**config.mk**
```make
export PLATFORM = sky130hd
export DESIGN_NAME = serv_ibus_prefetch
export DESIGN_NICKNAME = d
export VERILOG_FILES = /design/src/rtl/serv_ibus_prefetch_pkg.sv /design/src/rtl/serv_ibus_pf_entry.sv /design/src/rtl/serv_ibus_prefetch.sv
export SDC_FILE = /design/constraint.sdc
export NUM_CORES = 1
export LEC_CHECK = 0
export CAP_MARGIN = 20
export CELL_PAD_IN_SITES_DETAIL_PLACEMENT = 1
export CELL_PAD_IN_SITES_GLOBAL_PLACEMENT = 2
export CORE_AREA = 2 2 125 249
export CTS_CLUSTER_DIAMETER = 40
export DETAILED_ROUTE_END_ITERATION = 8
export DIE_AREA = 0 0 127 251
export PLACE_DENSITY_LB_ADDON = 0.1
export SLEW_MARGIN = 20
export SYNTH_ARGS = -nofsm -noshare
export SYNTH_HDL_FRONTEND = slang
export SYNTH_SLANG_ARGS = --single-unit
export TNS_END_PERCENT = 10
```
**constraint.sdc**
```tcl
create_clock -name clk -period 8.9 [get_ports clk]
set_clock_uncertainty 0.1 [all_clocks]
set_input_delay 2.225 -clock clk [delete_from_list [all_inputs] [get_ports clk]]
set_output_delay 2.225 -clock clk [all_outputs]
set_load 0.02 [all_outputs]
```
**src/rtl/serv_ibus_prefetch_pkg.sv**
```systemverilog
// rtl/serv_ibus_prefetch_pkg.sv - shared constants and state type for the ibus prefetch buffer
package serv_ibus_prefetch_pkg;

  localparam int TAG_W  = 30;
  localparam int DATA_W = 32;

  localparam logic [1:0] ST_IDLE  = 2'd0;
  localparam logic [1:0] ST_HIT   = 2'd1;
  localparam logic [1:0] ST_FETCH = 2'd2;
  localparam logic [1:0] ST_PREF  = 2'd3;

  typedef enum logic [1:0] {
    IDLE  = ST_IDLE,
    HIT   = ST_HIT,
    FETCH = ST_FETCH,
    PREF  = ST_PREF
  } pf_state_t;

endpackage

```
**src/rtl/serv_ibus_pf_entry.sv**
```systemverilog
// rtl/serv_ibus_pf_entry.sv - one valid/tag/data entry of the prefetch buffer
module serv_ibus_pf_entry
  import serv_ibus_prefetch_pkg::*;
#(
  parameter string RESET_STRATEGY = "MINI"
) (
  input  logic              clk,
  input  logic              rst,
  input  logic              i_flush,
  input  logic              i_we,
  input  logic [TAG_W-1:0]  i_tag,
  input  logic [DATA_W-1:0] i_data,
  input  logic [TAG_W-1:0]  i_cmp_tag,
  output logic              o_match,
  output logic [DATA_W-1:0] o_data
);

  logic              valid;
  logic [TAG_W-1:0]  tag;
  logic [DATA_W-1:0] data;

  // Flush wins over a write landing in the same cycle.
  always_ff @(posedge clk) begin
    if (rst || i_flush)
      valid <= 1'b0;
    else if (i_we)
      valid <= 1'b1;
  end

  generate
    if (RESET_STRATEGY == "ALL") begin : g_rst_all
      always_ff @(posedge clk) begin
        if (rst) begin
          tag  <= '0;
          data <= '0;
        end else if (i_we && !i_flush) begin
          tag  <= i_tag;
          data <= i_data;
        end
      end
    end else begin : g_rst_mini
      always_ff @(posedge clk) begin
        if (i_we && !i_flush) begin
          tag  <= i_tag;
          data <= i_data;
        end
      end
    end
  endgenerate

  assign o_match = valid && (tag == i_cmp_tag);
  assign o_data  = data;

endmodule

```
**src/rtl/serv_ibus_prefetch.sv**
```systemverilog
// rtl/serv_ibus_prefetch.sv - two-entry instruction prefetch buffer in front of a Wishbone ibus
module serv_ibus_prefetch
  import serv_ibus_prefetch_pkg::*;
#(
  parameter bit    PREFETCH       = 1'b1,
  parameter string RESET_STRATEGY = "MINI"
) (
  input  logic        clk,
  input  logic        rst,
  input  logic [31:0] i_adr,
  input  logic        i_cyc,
  output logic [31:0] o_rdt,
  output logic        o_ack,
  input  logic        i_flush,
  output logic [31:0] o_wb_adr,
  output logic        o_wb_cyc,
  input  logic [31:0] i_wb_rdt,
  input  logic        i_wb_ack
);

  pf_state_t         state, state_nxt;
  logic [TAG_W-1:0]  adr_q;
  logic [TAG_W-1:0]  adr_inc;
  logic              lru;
  logic              hit_sel;
  logic              fill_sel;
  logic              kill;
  logic [1:0]        match;
  logic              hit;
  logic              promote;
  logic [DATA_W-1:0] data0, data1;
  logic              wr, wr_sel;
  logic [TAG_W-1:0]  wr_tag;
  logic              unused;

  assign unused  = ^i_adr[1:0];
  assign adr_inc = adr_q + 1'b1;
  assign hit     = |match && !i_flush;
  assign promote = i_cyc && (i_adr[31:2] == adr_inc);

  serv_ibus_pf_entry #(.RESET_STRATEGY(RESET_STRATEGY)) u_entry0 (
    .clk       (clk),
    .rst       (rst),
    .i_flush   (i_flush),
    .i_we      (wr && !wr_sel),
    .i_tag     (wr_tag),
    .i_data    (i_wb_rdt),
    .i_cmp_tag (i_adr[31:2]),
    .o_match   (match[0]),
    .o_data    (data0)
  );

  serv_ibus_pf_entry #(.RESET_STRATEGY(RESET_STRATEGY)) u_entry1 (
    .clk       (clk),
    .rst       (rst),
    .i_flush   (i_flush),
    .i_we      (wr && wr_sel),
    .i_tag     (wr_tag),
    .i_data    (i_wb_rdt),
    .i_cmp_tag (i_adr[31:2]),
    .o_match   (match[1]),
    .o_data    (data1)
  );

  always_comb begin
    state_nxt = state;
    o_ack     = 1'b0;
    o_rdt     = '0;
    o_wb_cyc  = 1'b0;
    o_wb_adr  = '0;
    wr        = 1'b0;
    wr_sel    = 1'b0;
    wr_tag    = adr_q;
    case (state)
      IDLE: begin
        if (i_cyc)
          state_nxt = hit ? HIT : FETCH;
      end
      HIT: begin
        o_ack     = 1'b1;
        o_rdt     = hit_sel ? data1 : data0;
        state_nxt = IDLE;
      end
      FETCH: begin
        o_wb_cyc = 1'b1;
        o_wb_adr = {adr_q, 2'b00};
        if (i_wb_ack) begin
          o_ack     = 1'b1;
          o_rdt     = i_wb_rdt;
          wr        = !kill;
          wr_sel    = lru;
          state_nxt = PREFETCH ? PREF : IDLE;
        end
      end
      PREF: begin
        o_wb_cyc = 1'b1;
        o_wb_adr = {adr_inc, 2'b00};
        wr_tag   = adr_inc;
        if (i_wb_ack) begin
          // A waiting request for the prefetched word is answered straight from the bus.
          o_ack     = promote;
          o_rdt     = promote ? i_wb_rdt : '0;
          wr        = !kill;
          wr_sel    = fill_sel;
          state_nxt = IDLE;
        end
      end
      default: state_nxt = IDLE;
    endcase
  end

  // kill remembers a flush seen earlier in the bus cycle so the returning word is not cached.
  always_ff @(posedge clk) begin
    if (rst) begin
      state    <= IDLE;
      lru      <= 1'b0;
      kill     <= 1'b0;
      hit_sel  <= 1'b0;
      fill_sel <= 1'b0;
      adr_q    <= '0;
    end else begin
      state <= state_nxt;
      case (state)
        IDLE: begin
          if (i_cyc) begin
            kill <= 1'b0;
            if (hit)
              hit_sel <= match[1];
            else
              adr_q <= i_adr[31:2];
          end
        end
        HIT: lru <= ~hit_sel;
        FETCH: begin
          if (i_wb_ack) begin
            lru      <= ~lru;
            fill_sel <= ~lru;
            kill     <= 1'b0;
          end else if (i_flush) begin
            kill <= 1'b1;
          end
        end
        PREF: begin
          if (i_wb_ack)
            lru <= ~fill_sel;
          else if (i_flush)
            kill <= 1'b1;
        end
        default: ;
      endcase
    end
  end

endmodule

```
==> results.tsv <==
stage	metric	value	unit
yosys	avgSynthCellArea	10.0	um^2
clocking	postCtsSetupBuffers	0	
drt	first_iter_violations	321	
clocking	clk_pin_slew_worst_paths	0.07	ns
clocking	cts_root_buf	clkbuf_16	
pwr	p_leak	3.82	nW
yosys	ys_top_cells_by_area	edfxtp_1, xnor2_1, dfxtp_1, mux2i_1, nor2_1	
pwr	p_total	0.00190	W
clocking	insertion_delay	0.45	ns
grt	track_usage	0.192	
drt	drtAntennaViolNets	0	
min_path	hp-class	flop to flop	
setup_path	r2r_start	u_entry1.tag[19]	
timing	fmax	124	MHz
yosys	synth_top_area_frac	0.394	
drt	via_per_inst	5.18	
clocking	htree_levels	4	
grt	grt.overflow.total	0	
timing	relSlewSlack	0.364	
timing	timing.hold.ws	0.426	ns
yosys	synthMuxAreaShare	0.0689	
yosys	synth_most_common_cell	edfxtp_1	
run_status	status	complete, no violations	
timing	min_period	8.04	ns
clocking	cts_sinks	162	
yosys	yosysWarnings	0	
yosys	synthXorXnorAreaFrac	0.136	
min_path	worstHoldStart	u_entry0.valid	
clocking	cts_resized	0	
pwr	power_density	164	nW/um^2
setup_path	endpoint_kind	primary output	
timing	grt_setup_unrepaired	no	
clocking	numCtsBuffers	17	
yosys	synthAdderAreaFrac	0.00132	
yosys	synth-seq-cells	162	
timing	tightest_slew	0.945	ns
timing	fin_crit_sh	0.904	
yosys	synth_top_family_by_area	simple AND/OR/NAND/NOR gates	
grt	grt_max_degree	44	
die	core_area	30000	um^2
drt	wl	29900	um
yosys	synth.yosys.seq_area_share	0.474	
clocking	clk_path_buf_depth	2	
placed_design	placed_cells	1378	
timing	drv_slew	0	
setup_path	worst_setup_path_start_kind	primary input	
yosys	synth_largest_area_cell	edfxtp_1	
yosys	synth-simple-area-share	0.176	
setup_path	crit_type	primary input to primary output	
yosys	synth.distinct_cells	55	
run	drv_cap	0	
placed_design	dp_hpwl	20900	um
yosys	ys.flop_type	edfxtp_1	
yosys	synth_async_sr_flop_share	0	
timing	hold_viol	0	
die	dieArea	31900	um^2
placed_design	gp_congestion	0.854	
timing	setup_violations	0	
drt	avgRoutedWirePerCell	21.2	um
grt	grt_pass1_wl	46000	um
die	die_w	127	um
layout	stdcell_count	1410	
yosys	synth_compound_area_frac	0.0894	
setup_path	crit_arrival	5.72	ns
die	die_h	251	um
clocking	holdBufCountCts	0	
pwr	ir_worst_vdd	139	uV
yosys	syn_area	9460	um^2
die	row_count	90	
layout	fin_nets	1099	
setup_path	startpoint	i_adr[13]	
setup_path	critical_path_required	6.58	ns
timing	final.setup.tns	0	ns
clocking	cts_tree	yes	
drt	first_pass_iters	4	
yosys	synthCells	943	
yosys	synth_edf_count	124	
setup_path	cp_max_fo	33	
die	io_pins	135	
placed_design	io_buffers	130	
yosys	ys_top_cells_by_count	edfxtp_1, xnor2_1, nor2_1	
grt	grt_pass1_vias	7556	
layout	drive_gt1_frac	0.0816	
grt	antenna_found_initial	0	
layout	diodes	0	
die	initial_core_util	0.316	
layout	area_growth	22.5	%
drt	drcViolationCount	0	
drt	num_vias	7301	
-- critical path, cell delays in order --
cell,delay (ns)
clkdlybuf4s50_1,0.54
xnor2_1,0.38
o21ai_0,0.15
o21ai_0,0.37
o221ai_1,0.31
nor4_4,0.35
nand4_4,0.14
buf_4,0.33
o21ai_0,0.25
clkdlybuf4s50_1,0.65
-- path summary, 6_finish.rpt --
check                                       to  depth (start not counted)  slack [ns]
worst max-delay path                  o_rdt[8]                         10        0.86
worst min register to register  u_entry0.valid                          2        0.43
worst min-delay path            u_entry0.valid                          2        0.43
worst max register to register        adr_q[1]                          8        5.59
-- state kept, by name, indices dropped and copies added, names as in the netlist --
register and count:
u_entry0.o_data 32, u_entry1.o_data 32, adr_q 30, u_entry0.tag 30
u_entry1.tag 30, state 2, fill_sel 1, hit_sel 1
kill 1, lru 1, u_entry0.valid 1, u_entry1.valid 1
-- cell usage in the layout, fill, tap and decap left out, types with 3 or more instances in the layout --
master	n
nand3b_1	3
nand4_1	37
nand2b_1	7
buf_4	13
clkbuf_16	17
inv_1	39
and3_1	5
or3_1	4
and2_1	22
mux2i_1	64
nor2b_1	14
clkdlybuf4s50_1	130
nor3b_1	4
xor2_1	35
edfxtp_1	124
a21oi_1	46
o22ai_1	3
or4_1	3
nor4_2	4
nor4_1	18
nand3_1	22
xnor2_1	112
a31oi_1	6
nand2_1	59
a21boi_0	4
o21ai_2	29
o21ai_0	16
a211oi_1	8
inv_6	6
and4_1	5
dfxtp_1	37
nor3_1	19
nor2_1	89
-- per-layer routing --
layer  global-route usage  part of all wire  vias up
met5                    0                 0        -
met4               0.0769             0.027        0
met3               0.0294             0.030       36
met2                0.325              0.50      137
met1                0.244              0.44     3636
li1                     -                 -     3492
-- area by class of cell --
cell class	instances	area (um^2)
multi-input combinational	666	4500
tap	368	460
timing repair buffer	143	1400
fill	3346	18400
clock inverter	15	168
clock buffer	17	425
sequential	162	4490
inverter	39	146
-- kinds of logic (layout without fill, tap and decap cells) --
group                    after synthesis  after routing
AO/OA/AOI/OAI                        128            128
AND/OR/NAND/NOR                      323            323
multiplexers                          65             65
other                                  1              2
adder cells (fa/ha/maj)                1              1
buffers and inverters                116            214
XOR/XNOR                             147            147
flip-flops                           162            162
-- where the power goes --
part           leakage, nW  internal, W  total (W)  switching, W
Combinational         2.08     0.000126   0.000284      0.000158
Sequential            1.45     0.000836   0.000874     0.0000380
Clock                0.289     0.000399   0.000747      0.000348
-- stage by stage --
stage / cell area (um^2) / util / setup WS, ns
finish: 11600 / 0.387 / 0.858
global route: 11600 / 0.387 / 0.734
CTS: 11600 / 0.387 / 0.835
detailed placement: 11000 / 0.367 / 0.852
global placement: 11000 / 0.367 / 0.867
floorplan: 9460 / - / -0.214
(Power assumes the default switching activity.)
